<file path="config.mk">
export PLATFORM = sky130hd
export DESIGN_NAME = regbank_write_sched
export DESIGN_NICKNAME = d
export VERILOG_FILES = /design/src/rtl/regbank_pkg.sv /design/src/rtl/rr_arbiter.sv /design/src/rtl/regbank_write_sched.sv
export SDC_FILE = /design/constraint.sdc
export NUM_CORES = 1
export LEC_CHECK = 0
export BUFFER_PORTS_ARGS = -buffer_cell sky130_fd_sc_hd__clkbuf_2
export CAP_MARGIN = 0
export CORE_ASPECT_RATIO = 1.4
export CORE_UTILIZATION = 49
export DETAILED_ROUTE_END_ITERATION = 10
export PLACE_DENSITY_LB_ADDON = 0.3
export SKIP_CTS_REPAIR_TIMING = 1
export SLEW_MARGIN = 20
export SYNTH_ARGS = -nofsm -noshare
export SYNTH_HDL_FRONTEND = slang
export SYNTH_HIERARCHICAL = 1
export SYNTH_SLANG_ARGS = --single-unit
</file>
<file path="constraint.sdc">
create_clock -name clock -period 2.9 [get_ports clock]
set_input_delay 0 -clock clock [delete_from_list [all_inputs] [get_ports clock]]
set_output_delay 0 -clock clock [all_outputs]
set_load 0.05 [all_outputs]
</file>
<file path="src/rtl/regbank_pkg.sv">
// Shared types and constants for the grok80 register-bank write scheduler.
//   state_e            : scheduler FSM states (ARB, CLEAR)
//   REQ_ALU/LOAD/CTX   : fixed requester indices
//   DEFAULT_*          : default bank geometry
package regbank_pkg;

    typedef enum logic {ARB, CLEAR} state_e;

    localparam int unsigned REQ_ALU  = 0;
    localparam int unsigned REQ_LOAD = 1;
    localparam int unsigned REQ_CTX  = 2;

    localparam int unsigned DEFAULT_WIDTH    = 16;
    localparam int unsigned DEFAULT_NUM_REGS = 16;
    localparam int unsigned DEFAULT_NUM_REQ  = REQ_CTX + 1;

endpackage

</file>
<file path="src/rtl/rr_arbiter.sv">
// Round-robin arbiter: picks the first valid requester searching upward (with wrap)
// from the one after the last winner.
//   req_valid_i : per-requester request
//   rr_last_i   : index of the previous winner
//   grant_o     : one-hot grant (all zero when nothing is valid)
//   winner_o    : index of the granted requester
//   any_valid_o : at least one request present
module rr_arbiter #(
    parameter int unsigned NUM_REQ = 3,
    localparam int unsigned IDX_W = (NUM_REQ > 1) ? $clog2(NUM_REQ) : 1
) (
    input  logic [NUM_REQ-1:0] req_valid_i,
    input  logic [IDX_W-1:0]   rr_last_i,
    output logic [NUM_REQ-1:0] grant_o,
    output logic [IDX_W-1:0]   winner_o,
    output logic               any_valid_o
);

    always_comb begin
        int unsigned idx;
        idx         = 0;
        grant_o     = '0;
        winner_o    = '0;
        any_valid_o = 1'b0;
        // Offsets 1..NUM_REQ visit every requester once, the previous winner last.
        for (int unsigned off = 1; off <= NUM_REQ; off++) begin
            idx = (32'(rr_last_i) + off) % NUM_REQ;
            if (!any_valid_o && req_valid_i[idx]) begin
                any_valid_o  = 1'b1;
                grant_o[idx] = 1'b1;
                winner_o     = IDX_W'(idx);
            end
        end
    end

endmodule

</file>
<file path="src/rtl/regbank_write_sched.sv">
// Write scheduler for the grok80 register bank (per-register dff with d/enable/q).
// Arbitrates NUM_REQ writeback requesters round-robin, one register write per cycle,
// and runs a synchronous bank-clear walk that zeroes one register per cycle.
//   clock, reset_n       : clock, synchronous active-low reset
//   req_valid/addr/data  : packed requester inputs (slice i belongs to requester i)
//   grant                : combinational one-hot accept
//   clear_req            : starts the clear walk (ignored while busy)
//   busy, clear_done     : walk in progress / one-cycle completion pulse
//   reg_en, reg_d        : registered one-hot enables and shared data bus for the bank
//   addr_err             : registered pulse for a granted write with addr >= NUM_REGS
// Build option: define REGBANK_ZERO_REG_EN to hardwire register 0 to zero (writes to
// address 0 are accepted but never enabled; the clear walk still enables it).
module regbank_write_sched
    import regbank_pkg::*;
#(
    parameter int unsigned WIDTH    = DEFAULT_WIDTH,
    parameter int unsigned NUM_REGS = DEFAULT_NUM_REGS,
    parameter int unsigned NUM_REQ  = DEFAULT_NUM_REQ,
    localparam int unsigned ADDR_W  = $clog2(NUM_REGS)
) (
    input  logic                      clock,
    input  logic                      reset_n,
    input  logic [NUM_REQ-1:0]        req_valid,
    input  logic [NUM_REQ*ADDR_W-1:0] req_addr,
    input  logic [NUM_REQ*WIDTH-1:0]  req_data,
    output logic [NUM_REQ-1:0]        grant,
    input  logic                      clear_req,
    output logic                      busy,
    output logic                      clear_done,
    output logic [NUM_REGS-1:0]       reg_en,
    output logic [WIDTH-1:0]          reg_d,
    output logic                      addr_err
);

    localparam int unsigned IDX_W = (NUM_REQ > 1) ? $clog2(NUM_REQ) : 1;
    // One extra bit so the walk counter can reach NUM_REGS (the wrap-up cycle).
    localparam int unsigned CNT_W = ADDR_W + 1;
    localparam logic [CNT_W-1:0]    CntEnd = CNT_W'(NUM_REGS);
    localparam logic [NUM_REGS-1:0] EnOne  = NUM_REGS'(1);

    state_e              state_q, state_d;
    logic [IDX_W-1:0]    rr_last_q, rr_last_d;
    logic [CNT_W-1:0]    cnt_q, cnt_d;
    logic [NUM_REGS-1:0] reg_en_q, reg_en_d;
    logic [WIDTH-1:0]    wdata_q, wdata_d;
    logic                addr_err_q, addr_err_d;
    logic                clear_done_q, clear_done_d;
    logic                busy_q, busy_d;

    logic [NUM_REQ-1:0]  arb_grant;
    logic [IDX_W-1:0]    arb_winner;
    logic                arb_any;
    logic [ADDR_W-1:0]   win_addr;
    logic [WIDTH-1:0]    win_data;
    logic                win_oob;
    logic                accept;

    rr_arbiter #(
        .NUM_REQ (NUM_REQ)
    ) u_arb (
        .req_valid_i (req_valid),
        .rr_last_i   (rr_last_q),
        .grant_o     (arb_grant),
        .winner_o    (arb_winner),
        .any_valid_o (arb_any)
    );

    assign win_addr = req_addr[32'(arb_winner) * ADDR_W +: ADDR_W];
    assign win_data = req_data[32'(arb_winner) * WIDTH +: WIDTH];
    assign win_oob  = {1'b0, win_addr} >= CntEnd;

    // A clear request pre-empts any write in the same cycle.
    assign accept = reset_n && (state_q == ARB) && !clear_req && arb_any;
    assign grant  = accept ? arb_grant : '0;

    always_comb begin
        state_d      = state_q;
        rr_last_d    = rr_last_q;
        cnt_d        = cnt_q;
        reg_en_d     = '0;
        wdata_d      = wdata_q;
        addr_err_d   = 1'b0;
        clear_done_d = 1'b0;
        unique case (state_q)
            ARB: begin
                if (clear_req) begin
                    // Register 0 is enabled on the entry edge; cnt tracks the next one.
                    state_d  = CLEAR;
                    reg_en_d = EnOne;
                    wdata_d  = '0;
                    cnt_d    = CNT_W'(1);
                end else if (accept) begin
                    rr_last_d  = arb_winner;
                    wdata_d    = win_data;
                    addr_err_d = win_oob;
                    if (!win_oob) begin
                        reg_en_d = EnOne << win_addr;
                    end
`ifdef REGBANK_ZERO_REG_EN
                    if (win_addr == '0) begin
                        reg_en_d = '0;
                    end
`endif
                end
            end
            CLEAR: begin
                if (cnt_q == CntEnd) begin
                    // Last enable is on the bus this cycle; it lands at this edge.
                    state_d      = ARB;
                    cnt_d        = '0;
                    clear_done_d = 1'b1;
                end else begin
                    reg_en_d = EnOne << cnt_q;
                    wdata_d  = '0;
                    cnt_d    = cnt_q + CNT_W'(1);
                end
            end
        endcase
        busy_d = (state_d == CLEAR);
    end

    always_ff @(posedge clock) begin
        if (!reset_n) begin
            state_q      <= ARB;
            rr_last_q    <= IDX_W'(NUM_REQ - 1);
            cnt_q        <= '0;
            reg_en_q     <= '0;
            wdata_q      <= '0;
            addr_err_q   <= 1'b0;
            clear_done_q <= 1'b0;
            busy_q       <= 1'b0;
        end else begin
            state_q      <= state_d;
            rr_last_q    <= rr_last_d;
            cnt_q        <= cnt_d;
            reg_en_q     <= reg_en_d;
            wdata_q      <= wdata_d;
            addr_err_q   <= addr_err_d;
            clear_done_q <= clear_done_d;
            busy_q       <= busy_d;
        end
    end

    assign reg_en     = reg_en_q;
    assign reg_d      = wdata_q;
    assign addr_err   = addr_err_q;
    assign clear_done = clear_done_q;
    assign busy       = busy_q;

endmodule

</file>
# --- Word-level counts from Yosys, hierarchy flattened ---
# Index checks and enable logic that the tools add are counted.
classes:
  n_addsub: 4
  n_mul: 0
  div_mod_pow: 3
  order_cmp: 6
  n_eq_ne: 4
  n_shift: 4
  mux: 37
  n_bitwise: 4
  reduce_logical: 14
op_table:
  columns: ["op", "count"]
  rows:
  - ["32-bit by 1-bit >= comparator with 1-bit output, second input constant", 3]
  - ["32-bit by 3-bit less-than comparator with 1-bit output, second input constant", 3]
  - ["32-bit by 2-bit remainder unit with 32-bit output, second input constant", 3]
  - ["16-bit 2-to-1 mux", 6]
  - ["16-bit case mux with 2 select lines", 2]
  - ["48-bit by 7-bit variable part select with 16-bit output", 1]
  - ["1-bit by 4-bit << shifter with 16-bit output, first input constant", 1]
  - ["1-bit by 5-bit << shifter with 16-bit output, first input constant", 1]
  - ["1-bit 2-to-1 mux", 12]
  - ["3-bit 2-to-1 mux", 4]
  - ["12-bit by 5-bit variable part select with 4-bit output", 1]
  - ["5-bit 2-to-1 mux", 2]
  - ["5-bit case mux with 2 select lines", 1]
  - ["1-bit logical AND", 8]
  - ["2-bit by 2-bit adder with 3-bit output, second input constant", 2]
  - ["1-bit binary-select mux with 2-bit select", 3]
  - ["1-bit demux with 2-bit select", 3]
  - ["2-bit 2-to-1 mux", 3]
  - ["3-bit bitwise OR", 2]
  - ["5-bit by 1-bit adder with 5-bit output, second input constant", 1]
  - ["5-bit == test, second input constant", 1]
  - ["2-bit != test, second input constant", 2]
  - ["2-bit AND reduction", 2]
  - ["2-bit by 1-bit adder with 3-bit output, second input constant", 1]
  - ["5 further kinds", 8]
word_totals:
  register_bits: 41
  latch_bits: 0
  mem_bits_rw: 0
  romBits: 0
  input_bits: 66
  out_inout_bits: 38
  wordCells: 82
  n_memories: 0

# --- Logic depth before layout (Yosys ltp) ---
depth:
  depth_word: 16
  depth_mapped: 15
  mapped_depth_nobuf: 11

# --- Hierarchy ---
# Netlist, hierarchy kept.
by_module_without_submodules:
  columns: ["module", "instances", "cells_per_inst", "area_per_inst_um2", "seq_area_each_um2"]
  rows:
  - ["regbank_write_sched", 1, 272, 2303.5, 820.8]
  - ["rr_arbiter", 1, 40, 281.5, 0.0]

# --- Worst setup path after synthesis ---
# Ideal clock, no wire load.
synth_timing:
  path_kind: "register to register"
  from: "register rr_last_q[0]"
  to: "register reg_en_q[12], in the netlist reg_en[12]"
  setup_time_ps: 63
  arrival_ps: 2504
  required_time_ps: 2837
  setup_slack_ps: 332
  path_stages_with_launch: 15
  path_buffers: 3
  synth_period_minus_slack_ps: 2568
  path_cell_list: "dfxtp_1 -> inv_1 -> ha_1 -> buf_4 -> nor2b_1 -> nand2_1 -> nand3_1 -> o31ai_1 -> buf_6 -> buf_12 -> mux2i_4 -> a2bb2oi_2 -> nand2_2 -> o2bb2a_4 -> nor2_2"
synth_between:
  elab_chain_cells: 16
  elab_cells_between_ends: 28
  cone_classes: "3 x add/sub; 3 x div; 2 x shift; 15 x mux; 5 x reduce/logical"
synth_rtl:
  columns: ["item", "line_no", "source"]
  rows:
  - ["from (decl)", "regbank_write_sched.sv:42", "logic [IDX_W-1:0] rr_last_q, rr_last_d;"]
  - ["from (signal assigned)", "regbank_write_sched.sv:125", "rr_last_q <= IDX_W'(NUM_REQ - 1);"]
  - ["from (signal assigned)", "regbank_write_sched.sv:134", "rr_last_q <= rr_last_d;"]
  - ["2-bit by 1-bit adder with 3-bit output", "rr_arbiter.sv:27", "idx = (32'(rr_last_i) + off) % NUM_REQ;"]
  - ["32-bit by 2-bit remainder unit with 32-bit output", "rr_arbiter.sv:27", null]
  - ["1-bit binary-select mux with 2-bit select", "rr_arbiter.sv:28", "if (!any_valid_o && req_valid_i[idx]) begin"]
  - ["1-bit 2-to-1 mux (not written as such)", "rr_arbiter.sv:28", null]
  - ["1-bit 2-to-1 mux", "rr_arbiter.sv:28", null]
  - ["1-bit zero test", "rr_arbiter.sv:28", null]
  - ["1-bit logical AND", "rr_arbiter.sv:28", null]
  - ["1-bit 2-to-1 mux", "rr_arbiter.sv:28", null]
  - ["1-bit zero test", "rr_arbiter.sv:28", null]
  - ["1-bit logical AND", "rr_arbiter.sv:28", null]
  - ["2-bit 2-to-1 mux (*)", "rr_arbiter.sv:28", null]
  - ["via arb_winner[1]", "regbank_write_sched.sv:51", "logic [IDX_W-1:0] arb_winner;"]
  - ["12-bit by 5-bit variable part select with 4-bit output (*)", "regbank_write_sched.sv:68", "assign win_addr = req_addr[32'(arb_winner) * ADDR_W +: ADDR_W];"]
  - ["1-bit by 4-bit << shifter with 16-bit output (*)", "regbank_write_sched.sv:97", "reg_en_d = EnOne << win_addr;"]
  - ["16-bit 2-to-1 mux (*)", "regbank_write_sched.sv:92", "end else if (accept) begin"]
  - ["16-bit 2-to-1 mux (*)", "regbank_write_sched.sv:86", "if (clear_req) begin"]
  - ["16-bit case mux with 2 select lines (*)", "regbank_write_sched.sv:84", "unique case (state_q)"]
  - ["to (signal assigned)", "regbank_write_sched.sv:136", "reg_en_q <= reg_en_d;"]
  - ["to (decl)", "regbank_write_sched.sv:44", "logic [NUM_REGS-1:0] reg_en_q, reg_en_d;"]
# Mark *: on every way through the listed nets, which the timed path passes. The rest lies on a longest branch. The select of a mux whose other input is x is not followed.
# A chain may end at the register's enable or synchronous reset.

# --- Worst setup path after layout ---
layout_timing:
  from: "register rr_last_q[1]"
  to: "register reg_en_q[0], in the netlist reg_en[0]"
# Same word-level chain as after synthesis.

==> flow_summary_export.csv <==
group,metric,value,unit
status,status,"completed",
cells_and_area,antenna_cells,0,
synthesis,synth_top_cell_area_share,31.8,%
global_route,top_usage_layer,"met2",
floorplan,rows,30,
critical_path,path_cells,"inv_1 > ha_1 > a21boi_1 > o21bai_1 > nand3_1 > o31ai_4 > buf_12 > nor2b_4 > buf_12 > buf_4 > a2bb2oi_2 > nand2_2 > o21ai_1 > and3_1",
critical_path,crit_type,"register to register",
clock_tree,clockRootBuffer,"clkbuf_8",
clock_tree,cts.htree.levels,2,
global_route,gr-usage-all-layers,25.0,%
synthesis,synthCells,312,
synthesis,netlist_area,2580,sq um
place,port_buffers,102,
global_route,grt_pass1_wl,11000,um
global_route,use_met3,4.82,%
detailed_routing,drt_iter0_drc,127,
synthesis,synth_edf_count,0,
pwr,power_density,528,nW/um^2
critical_path,worstPathRequired,3.15,ns
synthesis,ys_types,57,
detailed_routing,final_antenna_net_count,0,
cells_and_area,register_area,821,sq um
timing,fin_crit,2.76,ns
floorplan,die_h,87.9,um
critical_path,critical_path.endpoint_type,"register",
global_route,grt_pass1_vias,2542,
synthesis,ys_warn_count,6,
critical_path,critPathArrivalTime,3.01,ns
timing,hold_violations,0,
cells_and_area,drive_gt1_share,37.0,%
critical_path,path_max_fanout,10,
place,post_dp_cell_area,3150,sq um
timing,rsz0062_at_grt,"no",
detailed_routing,via_per_inst,5.64,
synthesis,yosysMostFrequentCell,"nand2_1",
global_route,grt_start_max_net_pins,21,
timing,report.final.slew_viol_count,0,
clock_tree,cts_buffers,5,
timing,setup_tns,0,ns
place,gp_congestion,0.973,
clock_tree,cts_tree,"built",
floorplan,die_area,5570,sq um
timing,holdWs,0.0425,ns
synthesis,synth_ff_type,"dfxtp_1",
critical_path,cp_slowest_cell,"dfxtp_1",
synthesis,postSynthAreaPerCell,8.29,sq um
floorplan,fp.coreArea,4950,sq um
synthesis,synth_top_cell_by_area,"dfxtp_1",
clock_tree,clock_latency,0.30,ns
global_route,grt_overflow,0,
synthesis,synth_nets,388,
cells_and_area,area_growth,29.7,%
global_route,grtUsageMet2,48.5,%
timing,max_freq,362,MHz
place,dp_hpwl,5300,um
worst_hold_path,min_path_type,"input port to register",
detailed_routing,via_count,2695,
global_route,antenna_found_initial,0,
clock_tree,cts_buffer_depth,2,
timing,skew,0.00516,ns
timing,period_share,95.2,%
detailed_routing,dr.pass1.iters,4,
pwr,ir_drop,0.438,mV
clock_tree,clkTransAtPathRegs,0.09,ns
job,max_cap_violations,0,
pwr,p_leak,0.00143,uW
critical_path,cp-start-kind,"register",
detailed_routing,drc,0,
floorplan,start_util,52.2,%
detailed_routing,wirelength,7210,um
global_route,use_met1,25.2,%
synthesis,synth.area.top_cells,"dfxtp_1, mux2i_1, nand2_1, ha_1, nand3_1",
floorplan,io_pins,104,
timing,setup_viol,0,
detailed_routing,wl_per_cell,15.1,um
floorplan,chipWidth,63.4,um
cells_and_area,finalNetCount,489,
cells_and_area,multi_input_area,1660,sq um
cells_and_area,post-route-cell-area,3350,sq um
synthesis,synth_commonest_cells,"nand2_1, dfxtp_1, nand3_1",
synthesis,ys_ff_latch,41,
cells_and_area,finish.utilization,67.7,%
synthesis,ys_seq_area_share,31.8,%
critical_path,cp_slowest_stage_delay,0.36,ns
synthesis,synthArstFlopShare,0,%
clock_tree,cts.sinks,41,
cells_and_area,nFillCells,432,
critical_path,crit_top_cell,"buf_12",
## report_power, final
part           leakage, uW  internal (uW)  switching, uW
logic              0.00104            305            398
registers         0.000332            578           14.6
clock network    0.0000543            258            216
total              0.00143           1140            628
## routing by layer
| metal | part of all wire [%] | vias up |
|---|---|---|
| met1 | 37 | 1238 |
| met5 | 0 | - |
| li1 | - | 1296 |
| met2 | 54 | 134 |
| met4 | 2.9 | 0 |
| met3 | 6.4 | 27 |
## stage by stage
| stage | setup WS, ns | total power [uW] | cells |
|---|---|---|---|
| floorplan | 0.332 | 1090 | 312 |
| global placement | 0.238 | 1230 | 468 |
| detailed placement | 0.0895 | 1240 | 468 |
| CTS | 0.0286 | 1710 | 476 |
| global route | 0.0174 | 1850 | 478 |
| finish | 0.138 | 1770 | 478 |
## state kept, by name, summed over array words and instances (netlist names)
register	cells
busy	1
reg_d	16
cnt_q	5
reg_en	16
clear_done	1
rr_last_q	2
## critical path: cells and delay by family, from the launching register on
family,cells,cell delay (ns)
AND/OR/NAND/NOR,4,0.52
buffers and inverters,4,0.55
flip-flops,1,0.36
AO/OA/AOI/OAI,5,0.96
adder cells (fa/ha/maj),1,0.30
## area by class of cell
cell class	instances	area share [%]
multi-input combinational	238	49.5
clock buffer	5	2.05
timing repair buffer	115	18.9
tap	64	2.39
clock inverter	3	1.38
inverter	12	1.34
sequential	41	24.5
## final timing paths
check | start | endpoint | slack, ns | cells after the start
setup / recovery | rr_last_q[1]$_SDFFE_PN1P_ | reg_en[0]$_SDFF_PN0_ | 0.14 | 14
hold / removal | reset_n | busy$_SDFF_PN0_ | 0.04 | 3
setup reg to reg | rr_last_q[1]$_SDFFE_PN1P_ | reg_en[0]$_SDFF_PN0_ | 0.14 | 14
hold reg to reg | reg_d[13]$_SDFFE_PN0P_ | reg_d[13]$_SDFFE_PN0P_ | 0.45 | 2
## layout by cell type (no fill, tap or decap), drive strengths merged, types with 3 or more instances in the layout
| master | netlist | layout |
|---|---|---|
| a21oi | 23 | 23 |
| a2bb2oi | 6 | 6 |
| a32oi | 3 | 3 |
| and2 | 4 | 4 |
| buf | 14 | 13 |
| clkbuf | 7 | 107 |
| dfxtp | 41 | 41 |
| ha | 10 | 10 |
| inv | 11 | 11 |
| mux2i | 21 | 21 |
| nand2 | 46 | 46 |
| nand2b | 6 | 6 |
| nand3 | 24 | 24 |
| nor2 | 26 | 26 |
| nor2b | 6 | 6 |
| nor3 | 3 | 3 |
| o21ai | 23 | 23 |
| o2bb2a | 3 | 3 |
| o2bb2ai | 3 | 3 |
| o31ai | 5 | 5 |
## cell families after synthesis
family | Yosys count | share of synthesized area, %
and+or+nand+nor | 120 | 22.6
AOI/OAI and AO/OA | 84 | 23.9
DFF | 41 | 31.8
buffers and inverters | 33 | 7.26
muxes | 23 | 9.49
adders and majority gates | 10 | 4.84
other | 1 | 0.145
Note: power is estimated with default switching activity, not from simulation.
